### src/rtl/dm_output_poller_if.sv
// DataMem read port shared between the CPU (owner) and the output poller (yields on cpu_dm_cs).
interface dm_output_poller_if;
  logic        cpu_dm_cs;
  logic        dm_req;
  logic [31:0] dm_addr;
  logic [31:0] dm_rdata;

  modport master (input cpu_dm_cs, input dm_rdata, output dm_req, output dm_addr);
  modport slave  (output cpu_dm_cs, output dm_rdata, input dm_req, input dm_addr);
endinterface

### src/rtl/dm_output_poller.sv
// Periodically sweeps the CPU output window in DataMem into shadow registers for the LCD mux,
// always yielding the memory port to the CPU and flagging words whose value changed.
module dm_output_poller #(
  parameter int          NUM_WORDS     = 2,
  parameter logic [31:0] BASE_ADDR     = 32'h8,
  parameter int          STRIDE        = 4,
  parameter int          POLL_INTERVAL = 1000,
  parameter int          READ_LATENCY  = 1
) (
  input  logic                      clk,
  input  logic                      resetn,
  dm_output_poller_if.master        dm,
  input  logic                      force_poll,
  output logic [32*NUM_WORDS-1:0]   out_data,
  output logic [NUM_WORDS-1:0]      out_changed,
  output logic                      sweep_done,
  output logic                      busy
);

  localparam int             TW           = $clog2(POLL_INTERVAL);
  localparam int             IW           = (NUM_WORDS > 1) ? $clog2(NUM_WORDS) : 1;
  localparam logic [TW-1:0]  TIMER_RELOAD = TW'(POLL_INTERVAL - 1);
  localparam logic [1:0]     LAT_RELOAD   = 2'(READ_LATENCY - 1);
  localparam logic [IW-1:0]  LAST_IDX     = IW'(NUM_WORDS - 1);
  localparam logic [31:0]    STRIDE_W     = 32'(STRIDE);

  typedef enum logic [1:0] {IDLE, ARB, READ, CAPTURE} state_t;

  state_t        state, next_state;
  logic [TW-1:0] timer;
  logic [IW-1:0] idx;
  logic [1:0]    lat_cnt;
  logic [31:0]   held;
  logic          last_word;

  assign last_word  = (idx == LAST_IDX);
  assign busy       = (state != IDLE);
  assign sweep_done = (state == CAPTURE) && last_word;
  // The CPU must win in the very cycle it asserts chip select, so no register here.
  assign dm.dm_req  = (state == READ) && !dm.cpu_dm_cs;
  assign dm.dm_addr = BASE_ADDR + (32'(idx) * STRIDE_W);

  always_ff @(posedge clk or negedge resetn) begin
    if (!resetn) state <= IDLE;
    else         state <= next_state;
  end

  always_comb begin
    next_state = state;
    unique case (state)
      IDLE:    if (timer == '0 || force_poll) next_state = ARB;
      ARB:     if (!dm.cpu_dm_cs) next_state = READ;
      READ: begin
        if (dm.cpu_dm_cs)        next_state = ARB;
        else if (lat_cnt == '0)  next_state = CAPTURE;
      end
      CAPTURE: next_state = last_word ? IDLE : ARB;
      default: next_state = IDLE;
    endcase
  end

  always_ff @(posedge clk or negedge resetn) begin
    if (!resetn) begin
      timer    <= TIMER_RELOAD;
      idx      <= '0;
      lat_cnt  <= '0;
      held     <= '0;
      out_data <= '0;
    end else begin
      unique case (state)
        IDLE: begin
          timer <= timer - 1'b1;
          if (next_state == ARB) idx <= '0;
        end
        ARB: begin
          if (!dm.cpu_dm_cs) lat_cnt <= LAT_RELOAD;
        end
        READ: begin
          // An aborted read simply falls back to ARB, which reloads the latency count.
          if (!dm.cpu_dm_cs) begin
            lat_cnt <= lat_cnt - 1'b1;
            if (lat_cnt == '0) held <= dm.dm_rdata;
          end
        end
        CAPTURE: begin
          out_data[32*idx +: 32] <= held;
          if (last_word) timer <= TIMER_RELOAD;
          else           idx   <= idx + 1'b1;
        end
        default: ;
      endcase
    end
  end

  always_comb begin
    out_changed = '0;
    if (state == CAPTURE && held != out_data[32*idx +: 32]) out_changed[idx] = 1'b1;
  end

endmodule

### src/flat_wrapper.sv
// flat-port wrapper written by rule: the top's interface ports become plain ports
module dm_output_poller_flat 
#(
  parameter int          NUM_WORDS     = 2,
  parameter logic [31:0] BASE_ADDR     = 32'h8,
  parameter int          STRIDE        = 4,
  parameter int          POLL_INTERVAL = 1000,
  parameter int          READ_LATENCY  = 1
)
  (clk, resetn, force_poll, out_data, out_changed, sweep_done, busy, dm_cpu_dm_cs, dm_dm_rdata, dm_dm_req, dm_dm_addr);
  dm_output_poller_if dm_i ();
  input  logic clk;
  input  logic resetn;
  input  logic force_poll;
  output logic [32*NUM_WORDS-1:0] out_data;
  output logic [NUM_WORDS-1:0] out_changed;
  output logic sweep_done;
  output logic busy;
  input wire logic [$bits(dm_i.cpu_dm_cs)-1:0] dm_cpu_dm_cs;
  input wire logic [$bits(dm_i.dm_rdata)-1:0] dm_dm_rdata;
  output wire logic [$bits(dm_i.dm_req)-1:0] dm_dm_req;
  output wire logic [$bits(dm_i.dm_addr)-1:0] dm_dm_addr;
  assign dm_i.cpu_dm_cs = dm_cpu_dm_cs;
  assign dm_i.dm_rdata = dm_dm_rdata;
  assign dm_dm_req = dm_i.dm_req;
  assign dm_dm_addr = dm_i.dm_addr;
  dm_output_poller #(.NUM_WORDS(NUM_WORDS), .BASE_ADDR(BASE_ADDR), .STRIDE(STRIDE), .POLL_INTERVAL(POLL_INTERVAL), .READ_LATENCY(READ_LATENCY)) u_core (.clk(clk), .resetn(resetn), .dm(dm_i), .force_poll(force_poll), .out_data(out_data), .out_changed(out_changed), .sweep_done(sweep_done), .busy(busy));
endmodule
### config.mk
export PLATFORM = sky130hd
export DESIGN_NAME = dm_output_poller_flat
export DESIGN_NICKNAME = d
export VERILOG_FILES = /design/src/rtl/dm_output_poller_if.sv /design/src/rtl/dm_output_poller.sv /design/src/flat_wrapper.sv
export SDC_FILE = /design/constraint.sdc
export NUM_CORES = 1
export LEC_CHECK = 0
export ABC_CLOCK_PERIOD_IN_PS = 5100
export BUFFER_PORTS_ARGS = -buffer_cell sky130_fd_sc_hd__buf_4
export CAP_MARGIN = 15
export CORE_MARGIN = 5
export CORE_UTILIZATION = 33
export DETAILED_ROUTE_END_ITERATION = 8
export PLACE_DENSITY = 0.58
export SLEW_MARGIN = 20
export SYNTH_ARGS = -nofsm -noshare
export SYNTH_HDL_FRONTEND = slang
export SYNTH_SLANG_ARGS = --single-unit
### constraint.sdc
create_clock -name clk -period 5.1 [get_ports clk]
set_input_delay 1.02 -clock clk [delete_from_list [all_inputs] [get_ports clk]]
set_output_delay 1.02 -clock clk [all_outputs]
set_load 0.05 [all_outputs]
==> metrics.md, run 1 <==
| Metric | Value |
|---|---|
| CTS Sinks | `111` |
| EDFF count, synth | `0` |
| Relative slew slack | `0.278` |
| Register area | `2790 um2` |
| # resized after CTS | `0` |
| # hold bufs at CTS | `0` |
| Final min period | `3.95 ns` |
| Outcome | `complete, no violations` |
| CP Data Required Time | `4.08 ns` |
| Clk slew on worst S/H paths | `0.08 ns` |
| CTS buffer count | `9` |
| WL final | `12,900 um` |
| Simple-gate share of the synthesized area | `0.118` |
| CTS Root Buffer Type | `clkbuf_16` |
| Congestion Overflow GR | `0` |
| # IOs | `137` |
| Synth area leader | `dfrtp_1` |
| Final Max Tran Viols | `0` |
| Crit share post-route | `0.774` |
| Number of I/O port buffers | `105` |
| DR iter-0 viols | `119` |
| R2R setup slack | `2.58 ns` |
| GP Congestion | `0.773` |
| Hold Path Origin | `u_core.lat_cnt[0]` |
| Avg Cell Area, Syn | `11.4 um2` |
| Mux cell area share after synthesis | `0.196` |
| Final Skew | `0.00999 ns` |
| Commonest cells after routing, fill and taps aside | `buf_4, nand2_1, dfrtp_1` |
| Starting Density | `0.335` |
| Final #Nets | `598` |
| CP peak stage delay | `1.09 ns` |
| Pre-antenna DRT Iters | `4` |
| Clk buf depth | `2` |
| FILL cells | `1,550` |
| Worst EP arrival | `2.93 ns` |
| Final setup fails | `0` |
| Synth Area in Compound Gates | `0.0226` |
| Final setup slack of the worst path | `1.15 ns` |
| Worst R2R Start | `u_core.idx` |
| Die width | `137 um` |
| TNS Setup | `0 ns` |
| Max cap viols | `0` |
| Share of cells above drive strength 1 | `0.326` |
| Routed Antenna Nets | `0` |
| Hold Fails Final Rpt | `0` |
| Hold/Removal Path Class | `reg -> reg` |
| Yosys top cell area share | `0.485` |
| Routed vias | `3,619` |
| Avg WL per Cell | `16.6 um` |
| TritonCTS clock tree | `done` |
| RSZ-0062 raised after global routing | `false` |
| Crit end category | `output pin` |
| Fmax | `253 MHz` |
| Worst skew pair latency | `0.34 ns` |
| Synthesized flop and latch total | `111` |
| FFs w/ async S/R, synth | `1.00` |
| Die Footprint | `18,700 um2` |
| H-Tree Depth | `3` |
| Largest family of logic cells by synthesized area | `multiplexers` |
| Commonest non-fill, non-tap cell in the layout | `buf_4` |
| Post-Synth Adder-Cell Area | `0.00471` |
| Pin count of the biggest net entering global routing | `83` |
| R2r worst-path depth | `5` |
| Rows | `46` |
| Seq/Total Area, Yosys | `0.525` |
| Antenna Cells | `0` |
| Gate Count Post-Synth | `464` |
| Startpoint Class | `flop` |
| Yosys warns | `0` |
| Initial antenna violation count | `0` |
| Total global-route track usage | `0.139` |
| Multi-input gate area | `2260 um2` |
| Worst path cell trace | `mux2i_1 -> xor2_1 -> nand4_1 -> nor4_2 -> a21oi_1 -> buf_4` |
| Core area | `15,800 um2` |
| Crit-path slowest cell | `dfrtp_2` |
| Setup WS pre-CTS | `1.44 ns` |
| DP HPWL | `9010 um` |
| Worst Path Max Fanout | `37` |
| R2r endpoint | `u_core.timer[0]` |
| Vias per inst | `4.63` |
| Vias in the first global route | `3,756` |
| Dpl cells | `765` |
| Synth Flop Type | `dfrtp_1` |
| Hold Path End | `u_core.lat_cnt[0]` |
| Area contributors post-synth | `dfrtp_1, mux2_2, nand2_1, mux2i_1, mux2_1` |
| Worst Hold Depth | `1` |
| DR DRC count | `0` |
| Post-CTS Setup Bufs | `0` |
| Final Instance Count excl. Fillers | `781` |
| Area grow syn2layout | `22.1%` |
| Slew @ Worst Pin | `1.08 ns` |
| XOR/XNOR Fraction of Synth Area | `0.0610` |
| Global-route wire length before repair | `20,200 um` |
| Setup CP Type | `reg -> out` |
| Post-synthesis cell type count | `41` |
| Die height | `137 um` |
| Mapped Area | `5310 um2` |
-- worst max-delay path by stage --
stage | startpoint | to | slack [ns] | cells after the start
5_1_grt | u_core.idx | out_changed[0] | 0.92 | 6
2_1_floorplan | u_core.idx | out_changed[0] | 2.10 | 7
4_1_cts | u_core.idx | out_changed[1] | 1.05 | 6
6_report | u_core.idx | out_changed[0] | 1.15 | 6
3_3_place_gp | u_core.idx | out_changed[0] | 1.46 | 6
3_5_place_dp | u_core.idx | out_changed[1] | 1.44 | 6
-- sequential cells by signal (all words and copies together), names as in the netlist --
name / count
u_core.out_data: 64
u_core.held: 32
u_core.timer: 10
u_core.lat_cnt: 2
u_core.state: 2
u_core.idx: 1
-- cells by family after synthesis --
family / count (synthesis)
AND/OR/NAND/NOR: 135
multiplexers: 96
AO/OA/AOI/OAI: 21
adder cells (fa/ha/maj): 2
other: 2
buffers and inverters: 60
XOR/XNOR: 37
flip-flops: 111
-- cells in the mapped netlist (2+ instances only) --
| master | count |
|---|---|
| a21oi_1 | 6 |
| and2_1 | 2 |
| and3_1 | 2 |
| buf_1 | 3 |
| buf_2 | 9 |
| buf_4 | 32 |
| buf_6 | 3 |
| clkbuf_1 | 5 |
| conb_1 | 2 |
| dfrtp_1 | 103 |
| dfstp_2 | 8 |
| ha_1 | 2 |
| inv_1 | 6 |
| inv_2 | 2 |
| mux2_1 | 25 |
| mux2_2 | 39 |
| mux2i_1 | 32 |
| nand2_1 | 102 |
| nand3_1 | 2 |
| nand4_1 | 8 |
| nor2_1 | 4 |
| nor3_1 | 4 |
| nor4_2 | 3 |
| o21ai_0 | 7 |
| o21ai_1 | 2 |
| xnor2_1 | 5 |
| xor2_1 | 32 |
-- per-stage QoR --
step,utilization,cell area (um2),hold slack [ns]
CTS,0.409,6480,0.491
floorplan,-,5420,0.451
finish,0.410,6480,0.495
global route,0.410,6480,0.530
global placement,0.389,6160,0.478
detailed placement,0.389,6160,0.483
-- worst max-delay path, delay by kind of cell (launching register included) --
kind / cells / cell delay, ns
AOI/OAI and AO/OA: 1 / 0.12
xor gates and xnor gates: 1 / 0.23
buffers and inverters: 1 / 0.21
DFF: 1 / 1.09
muxes: 1 / 0.30
and+or+nand+nor: 2 / 0.62
-- final cells by class --
cell class / count / area share
Inverter: 8 / 0.00463
Timing Repair Buffer: 108 / 0.126
Sequential cell: 111 / 0.430
Clock buffer: 10 / 0.0369
Multi-Input combinational cell: 322 / 0.348
Tap cell: 216 / 0.0417
Clock inverter: 6 / 0.0129
-- routing by layer --
metal | track usage | wire [um] | vias to the layer above
met4 | 0.0416 | 195 | 0
met2 | 0.222 | 6080 | 116
li1 | - | - | 1691
met3 | 0.0338 | 741 | 15
met5 | 0 | 0 | -
met1 | 0.188 | 5930 | 1797
Power of run 1 is not shown: default switching activity piles up to over one toggle a cycle in this logic, so the estimate is an artifact.
==> run 2: changes to the inputs <==
- ABC_CLOCK_PERIOD_IN_PS: 5100 -> 3600
- PLACE_DENSITY: 0.58 -> 0.6
- clock period: 5.1 -> 3.6 ns (I/O delays scaled with it)
==> metrics.md, run 2 (same netlist as run 1, synthesis figures left out) <==
| Metric | Value |
|---|---|
| Outcome | `complete, no violations` |
| Total global-route track usage | `0.139` |
| Die Footprint | `18,700 um2` |
| Startpoint Class | `flop` |
| R2r endpoint | `u_core.timer[7]` |
| Slew @ Worst Pin | `0.896 ns` |
| Hold/Removal Path Class | `in -> async` |
| FILL cells | `1,517` |
| Final Max Tran Viols | `0` |
| Routed Antenna Nets | `0` |
| CP Data Required Time | `2.88 ns` |
| Final setup fails | `0` |
| Final Skew | `0.00675 ns` |
| GP Congestion | `0.774` |
| Top reg by flops | `u_core.out_data` |
| Vias in the first global route | `3,740` |
| Fmax | `307 MHz` |
| CTS buffer count | `9` |
| Global-route wire length before repair | `20,000 um` |
| Final min period | `3.26 ns` |
| Share of cells above drive strength 1 | `0.326` |
| # hold bufs at CTS | `0` |
| DR DRC count | `0` |
| Register area | `2790 um2` |
| Clk slew on worst S/H paths | `0.07 ns` |
| DR iter-0 viols | `148` |
| Hold Fails Final Rpt | `0` |
| CTS Sinks | `111` |
| Relative slew slack | `0.403` |
| Antenna Cells | `0` |
| Pin count of the biggest net entering global routing | `62` |
| Max cap viols | `0` |
| Largest register FFs | `64` |
| DP HPWL | `9180 um` |
| Fin util | `0.413` |
| Number of I/O port buffers | `105` |
| Worst EP arrival | `2.54 ns` |
| # resized after CTS | `0` |
| Worst R2R Start | `u_core.idx` |
| Commonest cells after routing, fill and taps aside | `buf_4, nand2_1, dfrtp_1` |
| Worst skew pair latency | `0.35 ns` |
| Multi-input gate area | `2260 um2` |
| WL final | `12,700 um` |
| Pre-antenna DRT Iters | `4` |
| Crit end category | `output pin` |
| Congestion Overflow GR | `0` |
| Core area | `15,800 um2` |
| Worst Path Max Fanout | `25` |
| R2r worst-path depth | `6` |
| Clk buf depth | `2` |
| Starting Density | `0.335` |
| Initial antenna violation count | `0` |
| Crit-path slowest cell | `dfrtp_4` |
| TNS Setup | `0 ns` |
| Commonest non-fill, non-tap cell in the layout | `buf_4` |
| TritonCTS clock tree | `done` |
| Post-CTS Setup Bufs | `0` |
| CTS Root Buffer Type | `clkbuf_16` |
| Crit share post-route | `0.904` |
| Setup CP Type | `reg -> out` |
| Rows | `46` |
| Worst path cell trace | `buf_12 -> mux2i_1 -> xor2_1 -> nand4_1 -> nor4_2 -> a21oi_1 -> buf_4` |
| Die height | `137 um` |
| Area grow syn2layout | `23.1%` |
| Routed vias | `3,617` |
| Final #Nets | `600` |
| Vias per inst | `4.62` |
| H-Tree Depth | `3` |
| R2R setup slack | `1.39 ns` |
| Avg WL per Cell | `16.2 um` |
| RSZ-0062 raised after global routing | `false` |
| Largest regs | `u_core.out_data x64, u_core.held x32, u_core.timer x10` |
| # IOs | `137` |
| Die width | `137 um` |
| CP peak stage delay | `0.70 ns` |
[run 2: worst max-delay path: cells and delay by family (launching register included)]
| family | cells | cell delay, ns |
|---|---|---|
| flops | 1 | 0.70 |
| mux | 1 | 0.23 |
| xor+xnor | 1 | 0.18 |
| simple gates | 2 | 0.47 |
| buf+inv | 2 | 0.43 |
| compound gates | 1 | 0.15 |
[run 2: final cells by class]
| cell class | count | share of cell area |
|---|---|---|
| sequential | 111 | 0.427 |
| multi-input combinational | 322 | 0.345 |
| timing repair buffer | 110 | 0.130 |
| tap | 216 | 0.0413 |
| clock buffer | 10 | 0.0350 |
| clock inverter | 6 | 0.0166 |
| inverter | 8 | 0.00459 |
[run 2: routing by layer]
layer | wire length (um) | GRT usage
met5 | 0 | 0
met4 | 161 | 0.0477
met3 | 886 | 0.0364
met2 | 6000 | 0.219
met1 | 5610 | 0.187
[run 2: worst max path at each step]
| stage | from | endpoint | slack (ns) | cells after the start |
|---|---|---|---|---|
| 3_5_place_dp | u_core.idx | out_changed[0] | 0.52 | 7 |
| 5_1_grt | u_core.idx | out_changed[0] | 0.15 | 7 |
| 3_3_place_gp | u_core.idx | out_changed[0] | 0.59 | 7 |
| 2_1_floorplan | u_core.idx | out_changed[0] | 0.90 | 7 |
| 4_1_cts | u_core.idx | out_changed[0] | 0.13 | 7 |
| 6_report | u_core.idx | out_changed[0] | 0.34 | 7 |
[run 2: through the flow]
stage	cell area [um2]	cells	worst slack [ns]	hold slack, ns
global route	6540	783	0.152	0.503
detailed placement	6200	767	0.521	0.495
floorplan	5420	493	0.904	0.424
global placement	6200	767	0.585	0.473
finish	6540	783	0.344	0.444
CTS	6540	783	0.126	0.475
Power of run 2 is left out for the same reason.
